--- config.mk ---
export PLATFORM = sky130hd
export DESIGN_NAME = pic_priority_resolver
export DESIGN_NICKNAME = d
export VERILOG_FILES = /design/src/rtl/pic_priority_resolver.sv
export SDC_FILE = /design/constraint.sdc
export NUM_CORES = 1
export LEC_CHECK = 0
export CAP_MARGIN = 40
export CORE_MARGIN = 2
export CORE_UTILIZATION = 35
export DETAILED_ROUTE_END_ITERATION = 10
export PLACE_DENSITY = 0.64
export SETUP_SLACK_MARGIN = 0.3
export SLEW_MARGIN = 25
export SYNTH_ARGS = -nofsm -noshare
export SYNTH_HDL_FRONTEND = slang
export SYNTH_SLANG_ARGS = --single-unit
--- constraint.sdc ---
create_clock -name clk -period 0.9 [get_ports clk]
set_input_delay 0.18 -clock clk [delete_from_list [all_inputs] [get_ports clk]]
set_output_delay 0.18 -clock clk [all_outputs]
set_load 0.05 [all_outputs]
--- src/rtl/pic_priority_resolver.sv ---
// pic_priority_resolver: 8259A rotating-priority resolver with a registered one-hot winner.
// Define PRIORITY_RESOLVER_SPECIAL_MASK_EN to add the special_mask_mode input.
module pic_priority_resolver (
    input  logic       clk,
    input  logic       reset_n,
    input  logic [2:0] priority_rotate,
    input  logic [7:0] interrupt_mask,
    input  logic [7:0] interrupt_request_register,
    input  logic [7:0] in_service_register,
`ifdef PRIORITY_RESOLVER_SPECIAL_MASK_EN
    input  logic       special_mask_mode,
`endif
    output logic [7:0] interrupt,
    output logic       interrupt_valid,
    output logic [2:0] interrupt_level
);
    function automatic logic [7:0] rot_r(input logic [7:0] x, input logic [2:0] s);
        for (int i = 0; i < 8; i++) rot_r[i] = x[3'(i) + s];
    endfunction
    function automatic logic [7:0] rot_l(input logic [7:0] x, input logic [2:0] s);
        for (int i = 0; i < 8; i++) rot_l[3'(i) + s] = x[i];
    endfunction
    logic [2:0] shift;
    logic [7:0] eff_isr;
    logic [7:0] req_rot;
    logic [7:0] isr_rot;
    logic [7:0] req_oh;
    logic [7:0] isr_oh;
    logic [7:0] win;
    logic [2:0] level;
`ifdef PRIORITY_RESOLVER_SPECIAL_MASK_EN
    assign eff_isr = special_mask_mode ? in_service_register & ~interrupt_mask : in_service_register;
`else
    assign eff_isr = in_service_register;
`endif
    // After rotation bit 0 is the highest priority, so one-hots compare numerically.
    always_comb begin
        shift   = priority_rotate + 3'd1;
        req_rot = rot_r(interrupt_request_register & ~interrupt_mask, shift);
        isr_rot = rot_r(eff_isr, shift);
        req_oh  = req_rot & (~req_rot + 8'd1);
        isr_oh  = isr_rot & (~isr_rot + 8'd1);
        win     = (req_oh != 8'd0 && (isr_oh == 8'd0 || req_oh < isr_oh)) ? rot_l(req_oh, shift) : 8'd0;
        level   = 3'd0;
        for (int i = 0; i < 8; i++) level = win[i] ? 3'(i) : level;
    end
    always_ff @(posedge clk or negedge reset_n) begin
        if (!reset_n) begin
            interrupt       <= 8'd0;
            interrupt_valid <= 1'b0;
            interrupt_level <= 3'd0;
        end else begin
            interrupt       <= win;
            interrupt_valid <= |win;
            interrupt_level <= level;
        end
    end
endmodule

==> impl_metrics.yaml, run 1 <==
synthesis:
  synth_top_area_share_pct: 16.4
  seq_area_frac_synth_pct: 10.4
  synth_edf_count: 0
  synth_top_cell_by_area: "mux4_2"
  synth_most_common_cell: "nor2_1"
  synth_warnings: 0
  synth_seq_cells: 12
  synth.distinct_cells: 83
  syn_inst: 348
  syn_area_um2: 2880
  syn-num-nets: 385
  syn_avg_cell_area_um2: 8.28
  synth_area_leaders: "mux4_2 16%, dfrtp_1 10%, nor2_1 5.5%, mux2i_1 5.2%, ha_1 3.5%"
  ys_async_sr_fraction_pct: 100
  ys.flop_type: "dfrtp_1"
  synthTopCellsByCount: "42 x nor2_1, 26 x nand2_1, 21 x mux4_2"
sta:
  setup_viol: 24
  worstMarginPinSlew_ps: 771
  rsz0062_at_grt: "yes"
  min_period_ps: 3410
  maxSlewViolCount: 0
  slew_headroom_pct: 47.9
  hold_ws_ps: 246
  finalCritPeriodShare_pct: 379
  fmax_mhz: 293
  report.final.hold_viol_count: 0
  setup_ws_ps: -2510
global_routing:
  grt_pass1_wl_um: 18600
  grt_pass1_vias: 3687
  grt_start_max_net_pins: 35
  antenna_found_initial: 0
  gr-total-overflow: 0
  track_usage_pct: 26.9
power_and_ir_drop:
  p_sw_uw: 3110
  clkPwrFrac_pct: 6.7
  p_int_uw: 3970
  power.density_nw_per_um2: 1500
  p_leak_uw: 0.00196
  p_comb_share_pct: 81.0
  switching_share_pct: 43.9
  ir_worst_vdd_mv: 0.705
  power_frac_seq_pct: 12.3
  power.total_uw: 7080
floorplan:
  io_pins: 41
  dieHeight_um: 94.7
  rows: 33
  initial_utilization_pct: 35.6
  dieArea_um2: 8970
  dieWidth_um: 94.7
  core_area_um2: 8090
route:
  wl_per_cell_um: 18.8
  drt-initial-drc-count: 303
  vias_per_cell: 5.96
  vias: 3587
  drtPass1Iterations: 5
  postRouteAntennaNets: 0
  wl_um: 11300
  drc: 0
flow_run:
  maxCapViolCount: 0
critical_path:
  crit_top_cell: "ha_4"
  cp_max_fo: 6
  critPathSlowestCell: "o311a_1"
  worstPathArrival_ps: 3540
  worstSetupStartpointType: "input port"
  crit_start: "priority_rotate[0]"
  critPathKind: "input port to register"
  path_cells: "buf_8 -> buf_12 -> inv_12 -> ha_4 -> buf_12 -> ha_4 -> mux4_2 -> and2_1 -> a31o_2 -> nor2b_2 -> nand2b_1 -> ha_4 -> o21ai_1 -> nand2b_1 -> a21oi_2 -> a21oi_2 -> a31oi_1 -> o311a_1 -> o21ai_4 -> clkbuf_16 -> nor2b_1"
  crit_path_max_incr_delay_ps: 330
  cp_data_required_time_ps: 1030
  endpoint_kind: "register"
cts:
  cts_tree: "done"
  clockBufferDepth: 2
  clk_pin_slew_ps: 50
  numClockSinks: 12
  holdBufCountCts: 0
  ctsRootBufferMaster: "clkbuf_8"
  htreeDepth: 1
  numCtsBuffers: 3
status:
  status: "finished, violations left"
  violations: "negative setup slack"
final_layout:
  areaGrowthSynthToFinish_pct: 63.4
  antenna_cells: 0
  drive_above_1_share_pct: 45.1
  postLayoutCoreUtil_pct: 58.2
  final_nets: 535
placement:
  port_buffers: 40
  hpwl_um: 8960
  dpl_worst_slack_ps: -3150
  place_congestion: 0.980
worst_hold_path:
  hp-class: "input port to asynchronous set/reset pin"
## final timing paths
kind / cells after the start / to
worst max-delay path: 21 / interrupt[2]
worst min-delay path: 2 / interrupt_valid
max in group asynchronous: 2 / interrupt[5]
min in group clk: 1 / interrupt[6]
## stage by stage
stage | instances | setup TNS [ps] | instance area (µm²)
after floorplan | 348 | -33830 | 3000
after detailed placement | 586 | -37460 | 4380
final | 602 | -30770 | 4710
after global routing | 602 | -33060 | 4710
after CTS | 601 | -31590 | 4690
after global placement | 586 | -35470 | 4380
## state kept, by name (all words and copies together) (netlist names)
signal,cells
interrupt,8
interrupt_level,3
interrupt_valid,1
## worst max-delay path: cells and delay by family
kind,cells,cell delay (ps)
mux,1,260
compound gates,7,1160
fa+ha+maj,3,790
buf+inv,5,600
simple gates,5,530
## cells in the final DEF (no fill, tap or decap), types with 9 or more instances in the layout
master,synthesis,final
mux2i_1,15,15
buf_4,1,118
a21oi_1,15,13
mux4_2,21,21
dfrtp_2,0,11
clkdlybuf4s50_1,0,25
nand2_1,26,26
nand3_1,10,9
o21ai_0,13,10
nor3_1,11,11
nor2_1,42,36
nor2b_1,14,12
buf_12,0,16
nand2b_1,14,14
## layer usage
layer  vias to the layer above  routed length, µm  track usage, %
met5                         -                  0               0
met4                         0                446            11.7
met3                        38                640            2.31
met2                       168               5850            49.1
met1                      1706               4360            31.9
li1                       1675                  -               -
## power groups by stage
stage	Clock (µW)	Combinational [µW]	Sequential (µW)
after global placement	0	4950	869
after floorplan	0	2180	1370
after CTS	489	5690	875
final	475	5730	871
after detailed placement	0	5020	885
after global routing	538	6100	883
## layout make-up
cell class / count / area, µm²
tap: 105 / 131
clock buffer: 4 / 45.0
sequential: 12 / 314
fill: 760 / 3380
timing repair buffer: 170 / 1590
multi-input combinational: 303 / 2580
inverter: 8 / 45.0
## kinds of logic (layout without fill, tap and decap cells)
group,after synthesis,after routing,share of synthesized area [%]
multiplexers,39,39,23.3
flip-flops,12,12,10.4
XOR/XNOR,3,3,2.30
AO/OA/AOI/OAI,95,95,24.8
buffers and inverters,33,182,5.77
adder cells (fa/ha/maj),8,8,3.47
AND/OR/NAND/NOR,158,158,30.0
## timing repair
| item | in CTS | in global routing |
|---|---|---|
| gates resized for setup | 43 | 5 |
| endpoints found under the setup margin | 24 | 24 |
| pin swaps | 17 | 5 |
| cloned | 1 | 0 |
| buffers inserted | 10 | 1 |
Note: power is estimated with default switching activity, not from simulation.
==> inputs of run 2 (changes only) <==
CAP_MARGIN = default   (was 40)
CORE_ASPECT_RATIO = 2   (was default)
==> run 2 against run 1 <==
Compared with the run above: the run still ends with negative setup slack left; worst hold slack about the same; clock-buffer cell count stayed put; cell count increased by 1.2%; clock power grew 91%.
==> impl_metrics.yaml, run 2 (synthesized netlist as in run 1, its figures left out) <==
status:
  status: "finished, violations left"
  violations: "negative setup slack"
critical_path:
  cp_max_fo: 6
  crit_end: "interrupt_level[1]"
  endpoint_kind: "register"
  critPathKind: "input port to register"
  crit_family: "compound AO/OA/AOI/OAI gates"
  path_depth: 18
  critPathSlowestCell: "or4b_1"
  worstPathArrival_ps: 3520
  crit_top_cell: "buf_4"
  path_cells: "buf_12 -> buf_12 -> inv_12 -> ha_4 -> buf_4 -> or4b_1 -> nand4_1 -> a21boi_4 -> nand4_1 -> inv_2 -> buf_4 -> buf_4 -> buf_4 -> o31ai_1 -> o22a_1 -> nor2_1 -> o311ai_1 -> a31oi_2"
  cp_data_required_time_ps: 1010
  crit_start: "priority_rotate[0]"
  crit_buf_inv: 8
  crit_path_max_incr_delay_ps: 520
  worstSetupStartpointType: "input port"
final_layout:
  layout_commonest_cell: "buf_4"
  fillers: 687
  layout.cells.non_filler: 609
  final_cell_mix: "139 x buf_4, 34 x nor2_1, 26 x nand2_1, 25 x clkdlybuf4s50_1, 21 x mux4_2"
  antenna_cells: 0
  multi_input_area_um2: 2620
  largest_register_ffs: 8
  areaGrowthSynthToFinish_pct: 69.2
  final_nets: 551
  register_area_um2: 314
  drive_above_1_share_pct: 48.0
  largestRegisters: "interrupt (8), interrupt_level (3), interrupt_valid (1)"
  largest-register: "interrupt"
  final_cell_area_um2: 4870
placement:
  dpl_worst_slack_ps: -3140
  place_congestion: 1.00
  hpwl_um: 10400
  port_buffers: 40
  placed_cell_area_um2: 4420
  placed_cells: 585
route:
  wl_um: 12900
  postRouteAntennaNets: 0
  drt-initial-drc-count: 168
  drtPass1Iterations: 5
  wl_per_cell_um: 21.2
  drc: 0
  vias_per_cell: 6.18
  vias: 3764
global_routing:
  gr-total-overflow: 0
  use_met2_pct: 52.3
  grt_start_max_net_pins: 29
  grt_util_met3_pct: 2.90
  grt_pass1_vias: 3919
  busiest_layer: "met2"
  grt_pass1_wl_um: 20100
  use_met1_pct: 27.6
  antenna_found_initial: 0
  track_usage_pct: 29.6
sta:
  worstMarginPinSlew_ps: 663
  finalCritPeriodShare_pct: 379
  maxSlewViolCount: 0
  setup_ws_ps: -2510
  setup_viol: 24
  rsz0062_at_grt: "yes"
  fin_setup_tns_ps: -30750
  fmax_mhz: 293
  report.final.hold_viol_count: 0
  slew_headroom_pct: 55.2
  min_period_ps: 3410
cts:
  numCtsBuffers: 3
  ctsRootBufferMaster: "clkbuf_16"
  cts_tree: "done"
  holdBufCountCts: 0
  clockBufferDepth: 2
  clk_pin_slew_ps: 40
  htreeDepth: 1
  numClockSinks: 12
flow_run:
  maxCapViolCount: 0
power_and_ir_drop:
  ir_worst_vdd_mv: 1.04
  p_leak_uw: 0.00207
  power.density_nw_per_um2: 1610
worst_hold_path:
  hp-class: "input port to asynchronous set/reset pin"
floorplan:
  dieWidth_um: 68.2
  dieHeight_um: 132
  io_pins: 41
  dieArea_um2: 9020
  rows: 46
  core_area_um2: 7940
  initial_utilization_pct: 36.3
run 2: cell count changes in the layout (fill, tap and decap cells not counted), sizes merged:
cell | before | now
buf | 143 | 159
run 2: final cells by class:
type | count | area share (%)
Inverter | 8 | 0.924
Timing Repair Buffer | 186 | 34.6
Sequential cell | 12 | 6.44
Clock buffer | 4 | 1.82
Tap cell | 96 | 2.46
Multi-Input combinational cell | 303 | 53.7
run 2: timing repair:
item / 4_1_cts / 5_1_grt
hold endpoints to repair: 0 / 0
pin swaps: 17 / 13
gates resized for setup: 38 / 17
setup buffers: 18 / 1
endpoints found under the setup margin: 24 / 24
cloned: 1 / 0
run 2: metal layers:
layer,wire length (µm),share of wire (%)
met1,3950,31
met2,6950,54
met3,561,4.3
met4,1470,11
met5,0,0
run 2: metrics by stage:
| step | util, % | hold WS [ps] | total power, µW |
|---|---|---|---|
| 6_report | 61.4 | 246 | 7860 |
| 5_1_grt | 61.4 | 270 | 8230 |
| 4_1_cts | 60.3 | 256 | 7640 |
| 3_5_place_dp | 55.6 | 504 | 6060 |
| 3_3_place_gp | 55.6 | 492 | 5990 |
| 2_1_floorplan | - | -116 | 3550 |
run 2: power breakdown:
part           switching (µW)  internal [µW]
clock network             238            671
logic                    3010           3060
registers                 137            735
run 2: worst min path at each step:
stage	slack [ps]	start	to	cells past startpoint
global placement	490	reset_n	interrupt[6]	2
finish	250	reset_n	interrupt[4]	2
detailed placement	500	reset_n	interrupt[6]	2
global route	270	reset_n	interrupt_level[2]	2
CTS	260	reset_n	interrupt[4]	2
floorplan	-120	reset_n	interrupt[0]	0
